--- config.mk ---
export PLATFORM = sky130hd
export DESIGN_NAME = uart_tx_feeder
export DESIGN_NICKNAME = d
export VERILOG_FILES = /design/src/rtl/uart_tx_feeder.sv
export SDC_FILE = /design/constraint.sdc
export NUM_CORES = 1
export LEC_CHECK = 0
export ABC_AREA = 1
export CAP_MARGIN = 20
export CORE_MARGIN = 8
export CORE_UTILIZATION = 40
export DETAILED_ROUTE_END_ITERATION = 8
export PLACE_DENSITY_LB_ADDON = 0.08
export SYNTH_ARGS = -nofsm -noshare
export SYNTH_HDL_FRONTEND = slang
export SYNTH_SLANG_ARGS = --single-unit
--- constraint.sdc ---
create_clock -name system_clk -period 3.1 [get_ports system_clk]
set_clock_uncertainty 0.05 [all_clocks]
set_input_delay 0.62 -clock system_clk [delete_from_list [all_inputs] [get_ports system_clk]]
set_output_delay 0.62 -clock system_clk [all_outputs]
set_load 0.02 [all_outputs]
--- src/rtl/uart_tx_feeder.sv ---
`default_nettype none
// ============================================================================
//  Module   : uart_tx_feeder
//  Purpose  : Buffered byte writer for a UART transmitter. Bytes arrive on a
//             valid/ready stream, are queued in a circular FIFO and are
//             handed to the transmitter's din/wr_en/tx_busy interface one
//             byte per frame. A lost write (tx_busy never rises) is flagged
//             by a sticky timeout error.
//  Revision : 1.0 - initial release
// ============================================================================
module uart_tx_feeder #(
    parameter int DEPTH        = 16,
    parameter int ADDR_W       = 4,
    parameter int BUSY_TIMEOUT = 1024
) (
    input  logic              system_clk,
    input  logic              reset,
    input  logic [7:0]        s_data,
    input  logic              s_valid,
    output logic              s_ready,
    output logic [7:0]        uart_din,
    output logic              uart_wr_en,
    input  logic              uart_tx_busy,
    output logic [ADDR_W:0]   fifo_count,
    output logic              fifo_empty,
    output logic              idle,
    output logic              timeout_err
);

    // The timer only ever has to hold values up to BUSY_TIMEOUT-1.
    localparam int TMR_W = (BUSY_TIMEOUT > 1) ? $clog2(BUSY_TIMEOUT) : 1;

    localparam logic [ADDR_W:0]   C_DEPTH    = (ADDR_W + 1)'(DEPTH);
    localparam logic [ADDR_W:0]   C_CNT_ONE  = (ADDR_W + 1)'(1);
    localparam logic [ADDR_W-1:0] C_PTR_ONE  = ADDR_W'(1);
    localparam logic [TMR_W-1:0]  C_TMR_ONE  = TMR_W'(1);
    localparam logic [TMR_W-1:0]  C_TMO_LAST = TMR_W'(BUSY_TIMEOUT - 1);

    typedef enum logic [1:0] {
        ST_IDLE      = 2'd0,
        ST_WAIT_BUSY = 2'd1,
        ST_WAIT_DONE = 2'd2
    } state_t;

    state_t              r_state;
    state_t              w_state_nxt;

    logic [7:0]          r_mem [DEPTH];
    logic [ADDR_W-1:0]   r_wr_ptr;
    logic [ADDR_W-1:0]   r_rd_ptr;
    logic [ADDR_W:0]     r_count;
    logic [7:0]          r_din;
    logic                r_wr_en;
    logic                r_err;
    logic [TMR_W-1:0]    r_timer;

    logic                w_full;
    logic                w_empty;
    logic                w_push;
    logic                w_pop;
    logic                w_timer_inc;
    logic                w_set_err;

    // Ready depends only on the stored count, so a full FIFO refuses data
    // even in a cycle where the FSM pops (no pass-through path).
    assign w_full  = (r_count == C_DEPTH);
    assign w_empty = (r_count == '0);
    assign w_push  = s_valid && !w_full;

    // Byte storage: written at the tail pointer on every accepted transfer.
    always_ff @(posedge system_clk or negedge reset) begin
        if (!reset) begin
            for (int i = 0; i < DEPTH; i++) begin
                r_mem[i] <= 8'h00;
            end
        end else if (w_push) begin
            r_mem[r_wr_ptr] <= s_data;
        end
    end

    // Pointers wrap naturally at DEPTH; the count is tracked separately so
    // full and empty are unambiguous.
    always_ff @(posedge system_clk or negedge reset) begin
        if (!reset) begin
            r_wr_ptr <= '0;
            r_rd_ptr <= '0;
            r_count  <= '0;
        end else begin
            if (w_push) begin
                r_wr_ptr <= r_wr_ptr + C_PTR_ONE;
            end
            if (w_pop) begin
                r_rd_ptr <= r_rd_ptr + C_PTR_ONE;
            end
            case ({w_push, w_pop})
                2'b10:   r_count <= r_count + C_CNT_ONE;
                2'b01:   r_count <= r_count - C_CNT_ONE;
                default: r_count <= r_count;
            endcase
        end
    end

    // State register of the drain sequencer.
    always_ff @(posedge system_clk or negedge reset) begin
        if (!reset) begin
            r_state <= ST_IDLE;
        end else begin
            r_state <= w_state_nxt;
        end
    end

    // Next-state and control decode: pop only when idle with data queued
    // and the transmitter free; the byte is dropped if busy never rises.
    always_comb begin
        w_state_nxt = r_state;
        w_pop       = 1'b0;
        w_timer_inc = 1'b0;
        w_set_err   = 1'b0;
        case (r_state)
            ST_IDLE: begin
                if (!w_empty && !uart_tx_busy) begin
                    w_pop       = 1'b1;
                    w_state_nxt = ST_WAIT_BUSY;
                end
            end
            ST_WAIT_BUSY: begin
                if (uart_tx_busy) begin
                    w_state_nxt = ST_WAIT_DONE;
                end else if (r_timer == C_TMO_LAST) begin
                    w_set_err   = 1'b1;
                    w_state_nxt = ST_IDLE;
                end else begin
                    w_timer_inc = 1'b1;
                end
            end
            ST_WAIT_DONE: begin
                if (!uart_tx_busy) begin
                    w_state_nxt = ST_IDLE;
                end
            end
            default: begin
                w_state_nxt = ST_IDLE;
            end
        endcase
    end

    // Registered transmitter interface, busy-wait timer and sticky error.
    always_ff @(posedge system_clk or negedge reset) begin
        if (!reset) begin
            r_din   <= 8'h00;
            r_wr_en <= 1'b0;
            r_err   <= 1'b0;
            r_timer <= '0;
        end else begin
            r_wr_en <= w_pop;
            if (w_pop) begin
                r_din   <= r_mem[r_rd_ptr];
                r_timer <= '0;
            end else if (w_timer_inc) begin
                r_timer <= r_timer + C_TMR_ONE;
            end
            if (w_set_err) begin
                r_err <= 1'b1;
            end
        end
    end

    assign s_ready     = !w_full;
    assign uart_din    = r_din;
    assign uart_wr_en  = r_wr_en;
    assign fifo_count  = r_count;
    assign fifo_empty  = w_empty;
    assign idle        = w_empty && (r_state == ST_IDLE) && !uart_tx_busy;
    assign timeout_err = r_err;

endmodule
`default_nettype wire

==> results.ini, run 1 <==
[cts]
clock-root-buffer = clkbuf_16
cts_setup_buffers = 0
cts_max_level = 4
postCtsHoldBufs = 0
cts_tree = yes
clock_path_buffers = 2
cts_buffers = 17
cts_sinks = 163
insertion_delay_ns = 0.44
cts_resized = 0
clk_pin_slew_ns = 0.07

[synthesis]
yosysTopAreaCell = dfrtp_1
synthFlopType = dfrtp_1
synth_area_um2 = 8762
yosysUniqueCellTypes = 31
synth_enable_flop_cells = 0
synthArstFlopShare_pct = 100.0
yosys-top-cells-count = nand2_1 (507), nand3_1 (234), dfrtp_1 (163)
synth_most_common_cell = nand2_1
avgSynthCellArea_um2 = 7.338
syn_nets = 1216
synth_top_cell_area_share_pct = 46.55
yosys_warnings = 0
ys_ff_latch = 163
yosys-top-cells-area = dfrtp_1 (47%), nand2_1 (22%), nand3_1 (13%)
syn_inst = 1194
ys_seq_area_share_pct = 46.55

[floorplan]
io-pin-count = 30
die_h_um = 164.0
die_w_um = 164.0
dieArea_um2 = 26900
core-area_um2 = 21690
initial_utilization_pct = 40.40
rows = 54

[routing]
post_drt_via_cell_ratio = 4.958
drc_errors = 0
num_vias = 7447
ant_nets = 0
firstDrtPassIters = 5
drt-total-wl_um = 24600
wl_per_cell_um = 16.38
drtIter0Drc = 517

[critical_path]
cp_max_fo = 5
cp_slowest_stage_delay_ns = 0.62
crit_path_top_delay_cell = clkdlybuf4s50_1
crit_buf_inv = 2
crit_family = buffers and inverters
cp-end-kind = output port
worst-endpoint-required_ns = 2.43
critPathKind = reg2out
critPathLaunchType = flop
path_cells = nor2_1 -> nand3_2 -> inv_2 -> nand2_2 -> nor3_1 -> clkdlybuf4s50_1
cp.arrival_ns = 1.99

[cells_and_area]
final_area_um2 = 9960
layout-drive-gt1-share_pct = 8.838
nets = 1231
syn_to_final_growth_pct = 13.67
utilization_pct = 45.92
n_antenna_cell = 0
fill_cells = 2190

[hold_path]
min_path_type = in2async

[run_status]
status = complete, no violations

[global_route]
antenna_found_initial = 0
first_global_vias = 7165
track_usage_pct = 19.07
grt_overflow = 0
grt_max_degree = 66
grt_pass1_wl_um = 39890

[sta]
max_freq_mhz = 376.6
hold_violations = 0
slew_violations = 0
worst_pin_slew_ns = 0.6624
hold_ws_ns = 0.06092
setup_viol = 0
fin_crit_sh_pct = 85.65
fin_crit_ns = 2.655
fin_tns_setup_ns = 0
layout_setup_ws_ns = 0.4449
slew_headroom_pct = 55.79
rsz0062_at_grt = no

[place]
dpl_cell_area_um2 = 9298
dp_slack_ns = 0.3864
place.gp.congestion = 0.8330
io_buffers = 29
hpwl_um = 15510

[pwr]
total_leakage_power_nw = 5.377
vdd_drop_max_uv = 364.2
p_per_area_nw_per_um2 = 1043

[job]
drv_cap = 0

==> per-stage QoR <==
step           std cells  power, mW
6_report            1502      10.39
5_1_grt             1502      11.23
4_1_cts             1502      10.46
3_5_place_dp        1470      8.017
3_3_place_gp        1469      7.949
2_1_floorplan       1194      6.633
==> registers in the layout, summed over array words and instances, names as in the netlist <==
name	cells
r_mem	128
r_timer	10
uart_din	8
fifo_count	5
r_rd_ptr	4
r_wr_ptr	4
r_state	2
timeout_err	1
uart_wr_en	1
==> report_power, final <==
group	switching [mW]	total, mW	internal, mW	leakage (nW)
combinational	2.90	4.38	1.48	2.99
clock	0.949	2.41	1.47	0.318
sequential	0.559	3.59	3.03	2.07
==> per-layer routing <==
layer | global-route usage [%] | share of wire, % | up-vias
met1 | 26.14 | 48 | 3547
met3 | 3.484 | 3.9 | 21
met5 | 0 | 0 | -
li1 | - | - | 3736
met2 | 30.79 | 47 | 143
met4 | 4.421 | 1.2 | 0
==> logic make-up after synthesis <==
family | synth area share [%]
flops | 46.55
xor+xnor | 1.199
buf+inv | 9.881
simple gates | 40.03
compound gates | 0.9139
fa+ha+maj | 1.428
==> path summary, 6_finish.rpt <==
check                           depth (start not counted)            end     startpoint  slack, ns
worst max-delay path                                    6           idle  fifo_count[0]       0.44
worst max register to register                         15  fifo_count[4]  fifo_count[0]       0.86
worst min-delay path                                    1      r_mem[49]          reset       0.06
min in group system_clk                                 1     r_state[1]     r_state[1]       0.38
max in group asynchronous                               2      r_mem[88]          reset       2.10
worst min register to register                          1     r_state[1]     r_state[1]       0.38
==> area by class of cell <==
class / count / area (µm²) / area share (%)
Sequential cell: 163 / 4080 / 40.97
Timing Repair Buffer: 55 / 556.8 / 5.590
Multi-Input combinational cell: 842 / 3817 / 38.33
Inverter: 130 / 493.0 / 4.950
Clock inverter: 14 / 222.7 / 2.236
Tap cell: 280 / 350.3 / 3.518
Clock buffer: 18 / 439.2 / 4.410
==> cells in the final DEF (no fill, tap or decap), types with 4 or more instances in the layout <==
cell type,count
nor2_2,17
nand2_1,507
inv_1,122
buf_12,4
dfrtp_1,162
buf_4,21
ha_1,10
clkbuf_16,17
nand4_1,9
nand2_4,11
bufinv_16,5
inv_6,5
o21ai_0,7
nand2_2,11
inv_2,4
nor2_1,12
nand3_1,234
clkdlybuf4s50_1,28
xor2_1,10
(Power assumes the default switching activity.)
==> inputs of run 2 (changes only) <==
--- a/config.mk
+++ b/config.mk
@@ -7,6 +7,8 @@
 export LEC_CHECK = 0
 export ABC_AREA = 1
 export CAP_MARGIN = 20
+export CELL_PAD_IN_SITES_DETAIL_PLACEMENT = 0
+export CELL_PAD_IN_SITES_GLOBAL_PLACEMENT = 1
 export CORE_MARGIN = 8
 export CORE_UTILIZATION = 40
 export DETAILED_ROUTE_END_ITERATION = 8
==> run 2 against run 1 <==
Maximum frequency fell by 1.8%. Sequential share of layout area rose by 0.58 points. Highest routed layer unchanged. Total power fell by 4.4%. Combinational power barely moved. Cell count did not move.
==> results.ini, run 2 (synthesis gave the netlist of run 1 again) <==
[run_status]
status = complete, no violations  ; unchanged

[sta]
fin_crit_ns = 2.705  ; was 2.655 ns
max_freq_mhz = 369.7  ; was 376.6 MHz
worst_pin_slew_ns = 0.7959  ; was 0.6624 ns
hold_violations = 0  ; unchanged
setup_viol = 0  ; unchanged
rsz0062_at_grt = no  ; unchanged
fin_crit_sh_pct = 87.26  ; was 85.65%
slew_violations = 0  ; unchanged
fin_tns_setup_ns = 0  ; unchanged
slew_headroom_pct = 46.94  ; was 55.79%
hold_ws_ns = 0.1576  ; was 0.06092 ns

[cells_and_area]
syn_to_final_growth_pct = 12.07  ; was 13.67%
final_cells = 1502  ; unchanged
final_common_cell = nand2_1  ; unchanged
layout-drive-gt1-share_pct = 8.756  ; was 8.838%
nets = 1233  ; was 1,231
regMostFlops = r_mem  ; unchanged
layout_common_cells = nand2_1 (507), nand3_1 (234), dfrtp_1 (162)  ; unchanged
largest_reg_flops = 128  ; unchanged
n_antenna_cell = 0  ; unchanged

[cts]
clock-root-buffer = clkbuf_16  ; unchanged
insertion_delay_ns = 0.43  ; was 0.44 ns
cts_sinks = 163  ; unchanged
cts_resized = 0  ; unchanged
cts_buffers = 17  ; unchanged
cts_max_level = 4  ; unchanged
postCtsHoldBufs = 0  ; unchanged
clock_path_buffers = 2  ; unchanged
cts_setup_buffers = 0  ; unchanged
cts_tree = yes  ; unchanged
clk_pin_slew_ns = 0.07  ; about the same

[pwr]
vdd_drop_max_uv = 416.7  ; was 364.2 µV
p_per_area_nw_per_um2 = 1012  ; was 1043 nW/µm²
total_leakage_power_nw = 5.308  ; was 5.377 nW

[routing]
num_vias = 7396  ; was 7,447
post_drt_via_cell_ratio = 4.924  ; was 4.958
drt-total-wl_um = 26150  ; was 24,600 µm
drtIter0Drc = 574  ; was 517
drc_errors = 0  ; unchanged
wl_per_cell_um = 17.41  ; was 16.38 µm
firstDrtPassIters = 5  ; unchanged
ant_nets = 0  ; unchanged

[place]
hpwl_um = 16790  ; was 15,510 µm
dp.cells = 1471  ; was 1,470
place.gp.congestion = 0.7849  ; was 0.8330
io_buffers = 29  ; unchanged

[global_route]
grt_pass1_wl_um = 42540  ; was 39,890 µm
first_global_vias = 7341  ; was 7,165
grt_overflow = 0  ; unchanged
grt_max_degree = 70  ; was 66
track_usage_pct = 20.66  ; was 19.07%
antenna_found_initial = 0  ; unchanged

[job]
drv_cap = 0  ; unchanged

[critical_path]
worst-endpoint-required_ns = 2.43  ; about the same
cp-end-kind = output port  ; unchanged
critPathLaunchType = flop  ; unchanged
cp.arrival_ns = 2.04  ; was 1.99 ns
cp_max_fo = 5  ; unchanged
critPathKind = reg2out  ; unchanged

[floorplan]
io-pin-count = 30  ; unchanged
die_w_um = 164.0  ; unchanged
rows = 54  ; unchanged
core-area_um2 = 21690  ; unchanged
dieArea_um2 = 26900  ; unchanged
initial_utilization_pct = 40.40  ; unchanged
die_h_um = 164.0  ; unchanged

[hold_path]
min_path_type = in2async  ; unchanged

run 2: cell count changes in the layout (fill, tap and decap cells not counted):
cell	delta
buf_16	-1
buf_4	+2
buf_8	+1
bufinv_16	-5
clkbuf_1	+1
clkbuf_8	+1
clkinv_2	+4
clkinv_4	-1
clkinvlp_4	+3
inv_6	-5
run 2: per-layer routing:
layer,GRT usage [%],share of wire (%),vias up
met4,5.455,1.5,0
met1,28.72,49,3518
met3,3.910,3.4,32
li1,-,-,3750
met2,32.46,46,96
met5,0,0,-
run 2: final cells by class:
type                       instances  area, µm²
timing repair buffer              57      559.3
sequential                       163       4080
fill                            2310      11870
multi-input combinational        842       3817
clock buffer                      20      456.7
tap                              280      350.3
inverter                         130      493.0
clock inverter                    10      62.56
run 2: report_power, final:
part	switching, mW	total, mW	internal (mW)
sequential	0.563	3.60	3.04
combinational	2.95	4.40	1.45
clock	0.884	1.93	1.05
total	4.40	9.93	5.54
run 2: final timing paths:
kind	startpoint	to	slack, ns	cells after the start
worst max-delay path	fifo_count[0]	idle	0.39	6
worst min-delay path	reset	r_mem[51]	0.16	1
worst max register to register	fifo_count[0]	fifo_count[4]	0.85	15
worst min register to register	r_state[1]	r_state[1]	0.40	1
max in group asynchronous	reset	r_mem[74]	2.09	2
min in group system_clk	r_state[1]	r_state[1]	0.40	1
run 2: worst max-delay path, cell delays in order (launching register included):
cell             delay, ns
dfrtp_1               0.45
nor2_1                0.14
nand3_2               0.07
inv_2                 0.08
nand2_2               0.09
nor3_1                0.14
clkdlybuf4s50_1       0.62
run 2: metrics by stage:
stage / setup slack [ns] / total power, mW / cell area, µm² / utilization [%]
after floorplan: 0.6826 / 6.633 / 8762 / -
after global placement: 0.4109 / 8.004 / 9285 / 42.81
after detailed placement: 0.4275 / 8.031 / 9285 / 42.81
after CTS: 0.3574 / 10.01 / 9804 / 45.21
after global routing: 0.2186 / 10.81 / 9819 / 45.28
final: 0.3950 / 9.934 / 9819 / 45.28
